File: config.mk
export PLATFORM = sky130hd
export DESIGN_NAME = iiitb_scan_mux
export DESIGN_NICKNAME = d
export VERILOG_FILES = /design/src/rtl/iiitb_scan_mux.sv
export SDC_FILE = /design/constraint.sdc
export NUM_CORES = 1
export LEC_CHECK = 0
export ABC_CLOCK_PERIOD_IN_PS = 1400
export CELL_PAD_IN_SITES_DETAIL_PLACEMENT = 1
export CELL_PAD_IN_SITES_GLOBAL_PLACEMENT = 1
export CORE_MARGIN = 1.5
export CORE_UTILIZATION = 30
export DETAILED_ROUTE_END_ITERATION = 12
export DONT_BUFFER_PORTS = 1
export MAX_ROUTING_LAYER = met4
export PLACE_DENSITY = 0.64
export SLEW_MARGIN = 20
export SYNTH_ARGS = -nofsm -noshare
export SYNTH_HDL_FRONTEND = slang
export SYNTH_SLANG_ARGS = --single-unit
File: constraint.sdc
create_clock -name clk -period 1.4 [get_ports clk]
set_input_delay 0.21 -clock clk [delete_from_list [all_inputs] [get_ports clk]]
set_output_delay 0.21 -clock clk [all_outputs]
set_load 0.02 [all_outputs]
File: src/rtl/iiitb_scan_mux.sv
// Registered N-channel mux with manual select and round-robin scan modes.
// Output is a channel-tagged sample held under a valid/ready handshake.
module iiitb_scan_mux #(
  parameter int unsigned WIDTH = 8,
  parameter int unsigned NCH   = 4,
  parameter int unsigned DWELL = 4,
  localparam int unsigned SELW = $clog2(NCH)
) (
  input  logic                 clk,
  input  logic                 rst_n,
  input  logic [NCH*WIDTH-1:0] din,
  input  logic                 en,
  input  logic                 mode,
  input  logic [SELW-1:0]      sel,
  input  logic [NCH-1:0]       ch_mask,
  input  logic                 out_ready,
  output logic [WIDTH-1:0]     dout,
  output logic [SELW-1:0]      out_ch,
  output logic                 out_valid,
  output logic                 sel_err
);

  localparam int unsigned CNTW = (DWELL > 1) ? $clog2(DWELL) : 1;
  localparam logic [CNTW-1:0] CNT_LAST = CNTW'(DWELL - 1);

  logic [WIDTH-1:0] r_dout;
  logic [SELW-1:0]  r_ch;
  logic             r_valid;
  logic             r_err;
  logic [SELW-1:0]  r_ptr;
  logic [CNTW-1:0]  r_cnt;
  logic             r_mode_q;
  logic             r_mode_vld;

  logic [WIDTH-1:0] w_man_data;
  logic [WIDTH-1:0] w_scan_data;
  logic             w_ptr_en;
  logic             w_hi_found;
  logic [SELW-1:0]  w_hi_idx;
  logic [SELW-1:0]  w_lo_idx;
  logic [SELW-1:0]  w_ptr_adv;
  logic             w_free;
  logic             w_sel_ok;
  logic             w_mode_chg;
  logic             w_cap;
  logic [WIDTH-1:0] w_cap_data;
  logic [SELW-1:0]  w_cap_ch;
  logic [WIDTH-1:0] w_dout_nxt;
  logic [SELW-1:0]  w_ch_nxt;
  logic             w_valid_nxt;
  logic             w_err_nxt;
  logic [SELW-1:0]  w_ptr_nxt;
  logic [CNTW-1:0]  w_cnt_nxt;

  assign w_free   = !r_valid || out_ready;
  // Extra bit so the check is meaningful when NCH is a power of two
  assign w_sel_ok = {1'b0, sel} < (SELW+1)'(NCH);
  // No previous mode exists right after reset, so the first cycle never counts as a change
  assign w_mode_chg = r_mode_vld && (mode != r_mode_q);

  // Channel data for the manual select and the scan pointer
  always_comb begin
    w_man_data  = '0;
    w_scan_data = '0;
    w_ptr_en    = 1'b0;
    for (int k = 0; k < NCH; k++) begin
      if (SELW'(k) == sel) w_man_data = din[k*WIDTH +: WIDTH];
      if (SELW'(k) == r_ptr) begin
        w_scan_data = din[k*WIDTH +: WIDTH];
        w_ptr_en    = ch_mask[k];
      end
    end
  end

  // Next enabled channel after r_ptr, wrapping to the lowest enabled one
  always_comb begin
    w_hi_found = 1'b0;
    w_hi_idx   = '0;
    w_lo_idx   = '0;
    for (int k = NCH - 1; k >= 0; k--) begin
      if (ch_mask[k]) begin
        w_lo_idx = SELW'(k);
        if (SELW'(k) > r_ptr) begin
          w_hi_found = 1'b1;
          w_hi_idx   = SELW'(k);
        end
      end
    end
    if (w_hi_found)    w_ptr_adv = w_hi_idx;
    else if (|ch_mask) w_ptr_adv = w_lo_idx;
    else               w_ptr_adv = r_ptr;
  end

  always_comb begin
    w_dout_nxt  = r_dout;
    w_ch_nxt    = r_ch;
    w_valid_nxt = r_valid && !out_ready;
    w_err_nxt   = 1'b0;
    w_ptr_nxt   = r_ptr;
    w_cnt_nxt   = r_cnt;
    w_cap       = 1'b0;
    w_cap_data  = w_man_data;
    w_cap_ch    = sel;
    if (en) begin
      if (!mode) begin
        if (w_free) begin
          if (w_sel_ok) w_cap     = 1'b1;
          else          w_err_nxt = 1'b1;
        end
      end else if (r_cnt != CNT_LAST) begin
        w_cnt_nxt = r_cnt + CNTW'(1);
      end else if (!w_ptr_en) begin
        w_cnt_nxt = '0;
        w_ptr_nxt = w_ptr_adv;
      end else if (w_free) begin
        w_cap      = 1'b1;
        w_cap_data = w_scan_data;
        w_cap_ch   = r_ptr;
        w_cnt_nxt  = '0;
        w_ptr_nxt  = w_ptr_adv;
      end
    end
    if (w_mode_chg) w_cnt_nxt = '0;
    if (w_cap) begin
      w_dout_nxt  = w_cap_data;
      w_ch_nxt    = w_cap_ch;
      w_valid_nxt = 1'b1;
    end
  end

  always_ff @(posedge clk or negedge rst_n) begin
    if (!rst_n) begin
      r_dout     <= '0;
      r_ch       <= '0;
      r_valid    <= 1'b0;
      r_err      <= 1'b0;
      r_ptr      <= '0;
      r_cnt      <= '0;
      r_mode_q   <= 1'b0;
      r_mode_vld <= 1'b0;
    end else begin
      r_dout     <= w_dout_nxt;
      r_ch       <= w_ch_nxt;
      r_valid    <= w_valid_nxt;
      r_err      <= w_err_nxt;
      r_ptr      <= w_ptr_nxt;
      r_cnt      <= w_cnt_nxt;
      r_mode_q   <= mode;
      r_mode_vld <= 1'b1;
    end
  end

  assign dout      = r_dout;
  assign out_ch    = r_ch;
  assign out_valid = r_valid;
  assign sel_err   = r_err;

endmodule

==> results.ini <==
[final_layout]
nFillCells = 462
antenna_cells = 0
final_common_cell = dfrtp_1
fin_nets = 166
mostFrequentLayoutCells = dfrtp_1, mux4_2, nor2_1
layout-drive-gt1-share = 0.3636
instances_no_fill = 173
area_growth_syn_to_layout_pct = 12.55
fin_util = 0.3532

[sta]
period_minus_slack_ps = 1623
rsz0062_at_grt = true
timing.slew.headroom = 0.4655
slew_viol_final = 0
fin_ws_ps = -222.9
fin_crit_sh = 1.159
fmax_mhz = 616.2
hold_viol_final = 0
fin_tns_setup_ps = -2299
tightest_slew_ps = 799.1
finClkSkew_ps = 1.788
setup_viol = 14

[synth]
syn_nets = 157
synth_top_area_frac = 0.3114
yosys-top-cells-area = dfrtp_1, mux4_2, mux2i_1
ys_ff_latch = 17
synth_warnings = 0
syn_inst = 113
syn_avg_cell_area_um2 = 12.09
synth_cell_types = 29
synth_top_area_cell = dfrtp_1
yosysSeqAreaShare = 0.3114
netlist_area_um2 = 1366

[pwr]
comb_power_share = 0.416
intPower_mw = 1.257
swShare = 0.3498
ir_drop_mv = 0.4754
switchingPower_mw = 0.6760
p_per_area_nw_per_um2 = 1257
clockPowerShare = 0.193
power_frac_seq = 0.392
p_leak_nw = 0.6421
total_power_mw = 1.933

[status]
violations = setup timing
status = complete, but fails checks

[route]
routed_wl_mm = 3.273
dr.pass1.iters = 4
wl_per_cell_um = 18.92
antenna_left = 0
post-route-drc-count = 0
viasPerCell = 5.728
num_vias = 991
drt_iter0_drc = 50

[floorplanning]
die_h_um = 70.49
die_w_um = 70.49
initial_core_util = 0.3138
core_um2 = 4354
dieArea_um2 = 4968
rows = 24
io_pins = 55

[critical_path]
required_ps = 1540
path_class = reg -> reg
cp.depth = 6
critPathBufInv = 1
critPathMaxFanout = 10
r2r_setup_slack_ps = -220
worst_ep_arrival_time_ps = 1760
crit_family = flip-flops
cp_slowest_cell = dfrtp_2
r2r-end = dout[6]$_DFFE_PN0P_
r2r_cells = 6
slowest_delay_ps = 440
end_kind = register
reg2reg_from = r_ptr[0]$_DFFE_PN0P_
cp-start-kind = register
cp-startpoint = r_ptr[0]$_DFFE_PN0P_
crit_chain = mux2i_2 > o22ai_2 > nand4_1 > buf_12 > mux2i_1 > a21oi_1

[worst_hold_path]
hp-class = in -> reg
hp-start = en
worstHoldEndpoint = out_valid$_DFF_PN0_
hold_path_depth = 2

[clock_tree]
cts_max_level = 1
clock_latency_ps = 250
clk_pin_slew_ps = 70
numCtsBuffers = 3
cts.sinks = 17
cts.path.max_buffers = 2
cts_tree = done
clockRootBuffer = clkbuf_8

[placement]
post-dp-hpwl_mm = 2.609
routabilityCongestion = 0.7714
io_buffers = 0
dp.cells = 165

[job]
maxCapViolCount = 0

[global_routing]
grt_pass1_vias = 1115
grt_max_degree = 21
antenna_found_initial = 0
grt_pass1_wl_mm = 5.464
grt-ovfl-total = 0
grt_use_total = 0.1425

power by group through the flow:
stage	Clock, mW	Sequential, mW	Combinational [mW]
5_1_grt	0.413	0.774	0.882
3_3_place_gp	0	0.761	0.720
3_5_place_dp	0	0.767	0.755
2_1_floorplan	0	0.723	0.718
4_1_cts	0.387	0.757	0.790
6_report	0.372	0.757	0.804
kinds of logic after synthesis:
logic type,count (synthesis),share of synthesized area
multiplexers,31,0.3800
AND/OR/NAND/NOR,28,0.09708
AO/OA/AOI/OAI,22,0.1016
flip-flops,17,0.3114
buffers and inverters,11,0.08882
other,2,0.005497
adder cells (fa/ha/maj),1,0.009156
XOR/XNOR,1,0.006411
what timing repair did:
action	4_1_cts	5_1_grt
resized for setup	4	3
hold buffers	2	0
setup endpoints to repair	14	15
hold endpoints to repair	18	0
cloned	0	0
buffers inserted	0	2
pin swaps	5	2
cells in the mapped netlist, drive strengths merged:
master   number
mux4         16
or4           1
nand4         2
o21ai         3
mux2i        14
ha            1
nor3          1
mux2          1
a21o          1
o22ai         1
clkbuf        5
o221a         1
o2111ai       1
conb          2
dfrtp        17
nand2         5
or2b          1
o211a         1
buf           5
nor2         13
xor2          1
nor2b         3
nand2b        1
and2          1
a21oi        13
o21a          1
inv           1
registers in the layout (all words and copies together), names as in the netlist:
name        cells
r_cnt           2
dout            8
r_mode_vld      1
out_valid       1
out_ch          2
r_mode_q        1
r_ptr           2
layout make-up:
type	instances	area [um2]	area share
sequential	17	426.7	0.2775
clock inverter	1	5.005	0.003255
multi-input combinational	85	860.8	0.5598
tap	52	65.06	0.04231
timing repair buffer	14	135.1	0.08788
inverter	1	3.754	0.002441
clock buffer	3	41.29	0.02685
per-layer routing:
metal  up-vias  part of all wire  global-route usage
met3         2             0.062             0.02020
met5         -                 0                   -
met1       515              0.39              0.1796
li1        443                 -                   -
met2        31              0.53              0.2358
met4         0             0.010             0.04701
worst max-delay path by stage:
stage / end
after floorplan: dout[0]$_DFFE_PN0P_
final: dout[6]$_DFFE_PN0P_
after global routing: dout[0]$_DFFE_PN0P_
after detailed placement: dout[1]$_DFFE_PN0P_
after CTS: dout[1]$_DFFE_PN0P_
after global placement: out_ch[0]$_DFFE_PN0P_
stage by stage:
step	worst slack (ps)	hold WS (ps)	instance area, um2
5_1_grt	-314.4	124.8	1538
2_1_floorplan	-17.28	-85.59	1380
3_5_place_dp	-241.4	-85.20	1428
4_1_cts	-262.2	115.3	1514
3_3_place_gp	-195.2	-85.25	1428
6_report	-222.9	127.9	1538
No activity file was read; power rests on OpenSTA's default activity.
